<file path="src/rtl/sindoku_pkg.sv">
`default_nettype none
// ============================================================================
// Module      : sindoku_pkg
// Description : Shared constants and types for the Sudoku board RAM arbiter.
//               The board is 9x9 cells stored one word per cell at address
//               row*9+col, so legal addresses are 0..80.
// Revision    : 1.0 - initial release
// ============================================================================
package sindoku_pkg;

    localparam int CELL_W     = 5;   // one cell value, 0 = blank
    localparam int ADDR_W     = 7;   // cell address width
    localparam int NCELLS     = 81;  // 9x9 board
    localparam int ROW_STRIDE = 9;   // cells per row

    // Which read requester is waiting for data on the next cycle
    typedef enum logic [1:0] {
        OWN_NONE = 2'd0,
        OWN_DISP = 2'd1,
        OWN_CHK  = 2'd2
    } owner_t;

    // Linear cell address for a (row, col) pair
    function automatic logic [ADDR_W-1:0] cell_addr(input logic [3:0] row,
                                                    input logic [3:0] col);
        return ADDR_W'(int'(row) * ROW_STRIDE + int'(col));
    endfunction

endpackage : sindoku_pkg
`default_nettype wire

</file>
<file path="src/rtl/sindoku_rr2.sv">
`default_nettype none
// ============================================================================
// Module      : sindoku_rr2
// Description : Two-requester round-robin picker. last_q records which
//               requester was served last (0 = a, 1 = b); on contention the
//               other one wins. last_q only moves on an advance strobe, i.e.
//               when the pick is actually consumed.
// Ports       : Clk, Reset (async, active-high)
//               req_a, req_b  - requests
//               advance       - pick consumed this cycle
//               grant_a/b     - one-hot pick (0 if no request)
// Revision    : 1.0 - initial release
// ============================================================================
module sindoku_rr2 (
    input  logic Clk,
    input  logic Reset,
    input  logic req_a,
    input  logic req_b,
    input  logic advance,
    output logic grant_a,
    output logic grant_b
);

    logic last_q;

    assign grant_a = req_a & (~req_b | last_q);
    assign grant_b = req_b & (~req_a | ~last_q);

    // Reset value 1 makes requester a (edit) win the first conflict
    always_ff @(posedge Clk or posedge Reset) begin
        if (Reset) begin
            last_q <= 1'b1;
        end else if (advance) begin
            last_q <= grant_b;
        end
    end

endmodule : sindoku_rr2
`default_nettype wire

</file>
<file path="src/rtl/sindoku_board_arb.sv">
`default_nettype none
// ============================================================================
// Module      : sindoku_board_arb
// Description : Shares the single-port 81-cell board RAM between the display
//               scanner (read, high priority), cursor edit (write) and the
//               solution checker (read). Edit and check alternate round-robin;
//               a pending edit/check that has been denied STARVE_LIMIT cycles
//               in a row preempts the display.
// Config      : `define SINDOKU_GIVEN_LOCK_EN to reject edits of given cells
//               (edit_locked=1): grant is still returned, the RAM is not
//               touched and edit_err pulses on the following cycle.
// Ports       : Clk, Reset (async, active-high)
//               disp_*  - display read requester (req/addr/gnt/rvalid/rdata)
//               edit_*  - edit write requester (req/addr/wdata/gnt/locked/err)
//               chk_*   - checker read requester (req/addr/gnt/rvalid/rdata)
//               mem_*   - RAM port; mem_rdata valid one cycle after a read
// Revision    : 1.0 - initial release
// ============================================================================
module sindoku_board_arb
    import sindoku_pkg::*;
#(
    parameter int STARVE_LIMIT = 4
) (
    input  logic              Clk,
    input  logic              Reset,
    input  logic              disp_req,
    input  logic [ADDR_W-1:0] disp_addr,
    output logic              disp_gnt,
    output logic              disp_rvalid,
    output logic [CELL_W-1:0] disp_rdata,
    input  logic              edit_req,
    input  logic [ADDR_W-1:0] edit_addr,
    input  logic [CELL_W-1:0] edit_wdata,
    output logic              edit_gnt,
    input  logic              chk_req,
    input  logic [ADDR_W-1:0] chk_addr,
    output logic              chk_gnt,
    output logic              chk_rvalid,
    output logic [CELL_W-1:0] chk_rdata,
    output logic              mem_en,
    output logic              mem_we,
    output logic [ADDR_W-1:0] mem_addr,
    output logic [CELL_W-1:0] mem_wdata,
    input  logic [CELL_W-1:0] mem_rdata,
    output logic              edit_err,
    input  logic              edit_locked
);

    localparam logic [3:0] C_LIMIT = 4'(STARVE_LIMIT);

    owner_t            owner_q, owner_d;
    logic              oor_q;          // read in flight targets a non-cell
    logic [3:0]        wait_q, wait_d;
    logic              w_low_pend, w_low_wins, w_low_gnt;
    logic              w_pick_edit, w_pick_chk;
    logic [ADDR_W-1:0] w_sel_addr;
    logic              w_addr_ok, w_blocked;

    sindoku_rr2 u_rr (
        .Clk     (Clk),
        .Reset   (Reset),
        .req_a   (edit_req),
        .req_b   (chk_req),
        .advance (w_low_gnt),
        .grant_a (w_pick_edit),
        .grant_b (w_pick_chk)
    );

    // Class selection: display unless it is idle or the low class is starved
    assign w_low_pend = edit_req | chk_req;
    assign w_low_wins = w_low_pend & (~disp_req | (wait_q == C_LIMIT));

    assign disp_gnt  = ~Reset & disp_req & ~w_low_wins;
    assign edit_gnt  = ~Reset & w_low_wins & w_pick_edit;
    assign chk_gnt   = ~Reset & w_low_wins & w_pick_chk;
    assign w_low_gnt = edit_gnt | chk_gnt;

    always_comb begin
        w_sel_addr = disp_addr;
        if (edit_gnt) begin
            w_sel_addr = edit_addr;
        end else if (chk_gnt) begin
            w_sel_addr = chk_addr;
        end
    end

    assign w_addr_ok = (w_sel_addr < ADDR_W'(NCELLS));

`ifdef SINDOKU_GIVEN_LOCK_EN
    assign w_blocked = edit_gnt & edit_locked;

    always_ff @(posedge Clk or posedge Reset) begin
        if (Reset) begin
            edit_err <= 1'b0;
        end else begin
            edit_err <= w_blocked;
        end
    end
`else
    logic w_unused_lock;
    assign w_unused_lock = edit_locked;
    assign w_blocked     = 1'b0;
    assign edit_err      = 1'b0;
`endif

    // Out-of-range or blocked accesses are still granted but never reach RAM
    assign mem_en    = (disp_gnt | w_low_gnt) & w_addr_ok & ~w_blocked;
    assign mem_we    = mem_en & edit_gnt;
    assign mem_addr  = w_sel_addr;
    assign mem_wdata = edit_gnt ? edit_wdata : '0;

    always_comb begin
        owner_d = OWN_NONE;
        if (disp_gnt) begin
            owner_d = OWN_DISP;
        end else if (chk_gnt) begin
            owner_d = OWN_CHK;
        end
    end

    always_comb begin
        wait_d = wait_q;
        if (w_low_gnt || !w_low_pend) begin
            wait_d = 4'd0;
        end else if (wait_q != C_LIMIT) begin
            wait_d = wait_q + 4'd1;
        end
    end

    // Async reset clears owner_q, which discards any read still in flight
    always_ff @(posedge Clk or posedge Reset) begin
        if (Reset) begin
            owner_q <= OWN_NONE;
            oor_q   <= 1'b0;
            wait_q  <= 4'd0;
        end else begin
            owner_q <= owner_d;
            oor_q   <= ~w_addr_ok;
            wait_q  <= wait_d;
        end
    end

    assign disp_rvalid = (owner_q == OWN_DISP);
    assign chk_rvalid  = (owner_q == OWN_CHK);
    assign disp_rdata  = oor_q ? '0 : mem_rdata;
    assign chk_rdata   = oor_q ? '0 : mem_rdata;

endmodule : sindoku_board_arb
`default_nettype wire
</file>
<file path="config.mk">
export PLATFORM = sky130hd
export DESIGN_NAME = sindoku_board_arb
export DESIGN_NICKNAME = d
export VERILOG_FILES = /design/src/rtl/sindoku_pkg.sv /design/src/rtl/sindoku_rr2.sv /design/src/rtl/sindoku_board_arb.sv
export SDC_FILE = /design/constraint.sdc
export NUM_CORES = 1
export LEC_CHECK = 0
export ABC_AREA = 0
export ABC_CLOCK_PERIOD_IN_PS = 5100
export BUFFER_PORTS_ARGS = -buffer_cell sky130_fd_sc_hd__buf_2
export CAP_MARGIN = 20
export CORE_ASPECT_RATIO = 0.7
export CORE_MARGIN = 2
export CORE_UTILIZATION = 40
export DETAILED_ROUTE_END_ITERATION = 10
export PLACE_DENSITY = 0.85
export SLEW_MARGIN = 10
export SYNTH_ARGS = -nofsm -noshare
export SYNTH_HDL_FRONTEND = slang
export SYNTH_HIERARCHICAL = 1
export SYNTH_SLANG_ARGS = --single-unit
export TNS_END_PERCENT = 1
</file>
<file path="constraint.sdc">
create_clock -name Clk -period 5.1 [get_ports Clk]
set_clock_uncertainty 0.05 [all_clocks]
set_input_delay 0 -clock Clk [delete_from_list [all_inputs] [get_ports Clk]]
set_output_delay 0 -clock Clk [all_outputs]
set_load 0.05 [all_outputs]
</file>
==> flow_metrics.py <==
metrics = {
    "worst_setup_path": {
        "path_max_fanout": 8,
        "crit-reg2reg-launch": "u_rr/last_q",
        "arrival_ns": 3.21,
        "crit_type": "register to output pin",
        "startpoint": "u_rr/last_q",
        "crit_chain": "inv_1 -> a21boi_0 -> nor2_1 -> a211o_1 -> a222oi_1 -> nand3_1 -> o211ai_1 -> buf_2",
        "reg2reg_slack_ns": 2.22,
        "required_ns": 5.05,
        "path_delay_family": "compound AO/OA/AOI/OAI gates",
        "cp-start-kind": "register",
        "timing.rr.end": "oor_q",
        "slowest_delay_ns": 0.63,
        "path_depth": 8,
        "crit_path_top_delay_cell": "a222oi_1",
        "worstSetupEndpoint": "mem_en",
        "end_kind": "output pin",
        "r2r.worst_path.cells": 7,
        "cp.buffers_inverters": 2,
    },
    "clock_network": {
        "postCtsSetupBuffers": 0,
        "path_clk_slew_ns": 0.05,
        "cts_sinks": 8,
        "clockRootBuffer": "clkbuf_4",
        "clock_path_buffers": 2,
        "htree_levels": 1,
        "cts_tree": "built",
        "cts_made_buffers": 3,
        "clk_latency_ns": 0.24,
        "ctsResizeCount": 0,
    },
    "sta": {
        "fin_crit_sh_pct": 63.9,
        "finalSetupViolations": 0,
        "max_freq_mhz": 307,
        "hold_viol": 0,
        "max-slew-margin-rel_pct": 46.8,
        "tightest_slew_ns": 0.791,
        "rsz0062_at_grt": "false",
        "fin_crit_ns": 3.26,
        "slew_violations": 0,
        "fin_tns_setup_ns": 0,
    },
    "synthesis": {
        "yosys_warnings": 6,
        "yosysMostFrequentCell": "inv_1",
        "yosysSeqAreaShare_pct": 23.2,
        "async_flop_share_pct": 100,
        "synth_area_um2": 867,
        "syn_inst": 114,
        "ys_top_cells_by_count": "11 x inv_1, 10 x nand2_1, 9 x nor2b_1",
        "synth_area_per_cell_um2": 7.61,
        "synth_top_area_cell": "dfrtp_1",
        "synth_top_cells_by_area": "dfrtp_1 20%, nor2b_1 6.5%, and2_1 5.8%",
        "yosys_register_bits": 8,
        "synthFlopType": "dfrtp_1",
        "synth_top_area_share_pct": 20.2,
        "synth_edf_count": 0,
        "syn_nets": 153,
        "synth_cell_type_count": 41,
    },
    "place": {
        "io_buffers": 64,
        "dp.cells": 195,
        "dp_hpwl_mm": 2.19,
        "gp_congestion": 0.809,
    },
    "detailed_routing": {
        "top_layer_used": "met4",
        "via_per_inst": 5.42,
        "wl_met2_mm": 1.27,
        "routedWlPerCell_um": 12.7,
        "drt_wl_total_mm": 2.54,
        "drcViolationCount": 0,
        "wl_met3_um": 199,
        "routedLengthMet1_mm": 1.04,
        "drt-initial-drc-count": 45,
        "first_pass_iters": 4,
        "ant_nets": 0,
        "num_vias": 1083,
    },
    "floorplan": {
        "fp-row-count": 14,
        "dieArea_mm2": 0.00256,
        "ios": 67,
        "core-area_mm2": 0.00210,
        "start_util_pct": 41.3,
        "die_x_um": 59.7,
        "die_h_um": 43.0,
    },
    "power_and_ir_drop": {
        "p_per_area_mw_per_mm2": 359,
        "power.leakage_nw": 0.676,
        "irDropWorstVdd_mv": 0.127,
    },
    "job": {
        "maxCapViolCount": 0,
    },
    "global_routing": {
        "antenna_found_initial": 0,
        "grt_max_degree": 13,
        "grt_usage_pct": 20.5,
        "grt_pass1_wl_mm": 4.06,
        "overflow": 0,
        "grt_pass1_vias": 1015,
    },
    "layout": {
        "antennaDiodeCount": 0,
        "area_growth_pct": 39.0,
        "nets": 216,
        "drive_gt1_share_pct": 42.0,
        "final_cell_count_no_fill": 200,
    },
    "run_status": {
        "status": "finished, final reports clean",
    },
    "min_path": {
        "min_path_type": "primary input to register",
    },
}
state kept, by name, summed over array words and instances (netlist names):
register     flops
owner_q          2
u_rr/last_q      1
oor_q            1
wait_q           4
repair_timing:
| action | 4_1_cts | 5_1_grt |
|---|---|---|
| hold buffers | 1 | 0 |
| endpoints found under the setup margin | 0 | 0 |
| hold endpoints to repair | 9 | 0 |
through the flow:
step           total power [W]  instance area, um^2  util (%)  hold WS, ns  setup WS (ns)
2_1_floorplan         0.000325                  867         -       -0.247           1.99
3_3_place_gp          0.000375                 1170      55.6      -0.0748           2.22
3_5_place_dp          0.000384                 1170      55.6      -0.0692           2.14
4_1_cts               0.000435                 1200      57.3       0.0677           1.88
5_1_grt               0.000464                 1200      57.3        0.114           1.61
6_report              0.000433                 1200      57.3       0.0816           1.84
metal layers:
layer  vias to the layer above  track usage (%)
li1                        525                -
met2                        58             37.2
met3                         4             2.44
met5                         -                0
met1                       496             24.3
met4                         0             7.56
cells in the final DEF, fill, tap and decap left out, drive strengths merged, types with 2 or more instances in the layout:
| cell type | count |
|---|---|
| buf | 64 |
| inv | 12 |
| nand2 | 10 |
| nor2b | 9 |
| and2 | 8 |
| nor2 | 7 |
| dfrtp | 7 |
| o21ai | 6 |
| nand3 | 5 |
| a22oi | 4 |
| clkbuf | 4 |
| a21oi | 3 |
| nand2b | 3 |
| o211ai | 2 |
| o221ai | 2 |
| a31oi | 2 |
| nor3 | 2 |
| o31ai | 2 |
| ha | 2 |
| a21boi | 2 |
final cells by class:
type	count	area (um^2)
Clock buffer	4	26.3
Fill cell	194	897
Inverter	12	45.0
Multi-Input combinational cell	87	572
Sequential cell	8	201
Tap cell	24	30.0
Timing Repair Buffer	65	330
worst min-delay path by stage:
stage / startpoint / endpoint / slack [ns] / cells past startpoint
after CTS: disp_req / owner_q[0] / 0.07 / 3
after floorplan: Reset / oor_q / -0.25 / 1
after detailed placement: Reset / owner_q[1] / -0.07 / 2
after global placement: Reset / owner_q[1] / -0.07 / 2
after global routing: disp_req / owner_q[0] / 0.11 / 3
final: disp_req / owner_q[0] / 0.08 / 3
logic make-up (layout without fill, tap and decap cells):
logic type / after synthesis / after routing / synth area share, %
simple gates: 48 / 48 / 30.7
compound gates: 34 / 34 / 29.1
buf+inv: 19 / 81 / 10.8
flops: 8 / 8 / 23.2
fa+ha+maj: 2 / 2 / 2.89
other cells: 1 / 1 / 0.432
xor+xnor: 1 / 1 / 1.01
mux: 1 / 1 / 1.73
power breakdown:
part	switching, W	internal [W]	total [W]
clock	0.0000190	0.0000298	0.0000488
combinational	0.000192	0.0000849	0.000276
sequential	0.0000216	0.0000861	0.000108
tightest hold or removal path, cell delays in order:
cell and delay (ns):
buf_2 0.13, inv_1 0.11, nor3_1 0.08
Power figures use the tool's default switching activity.
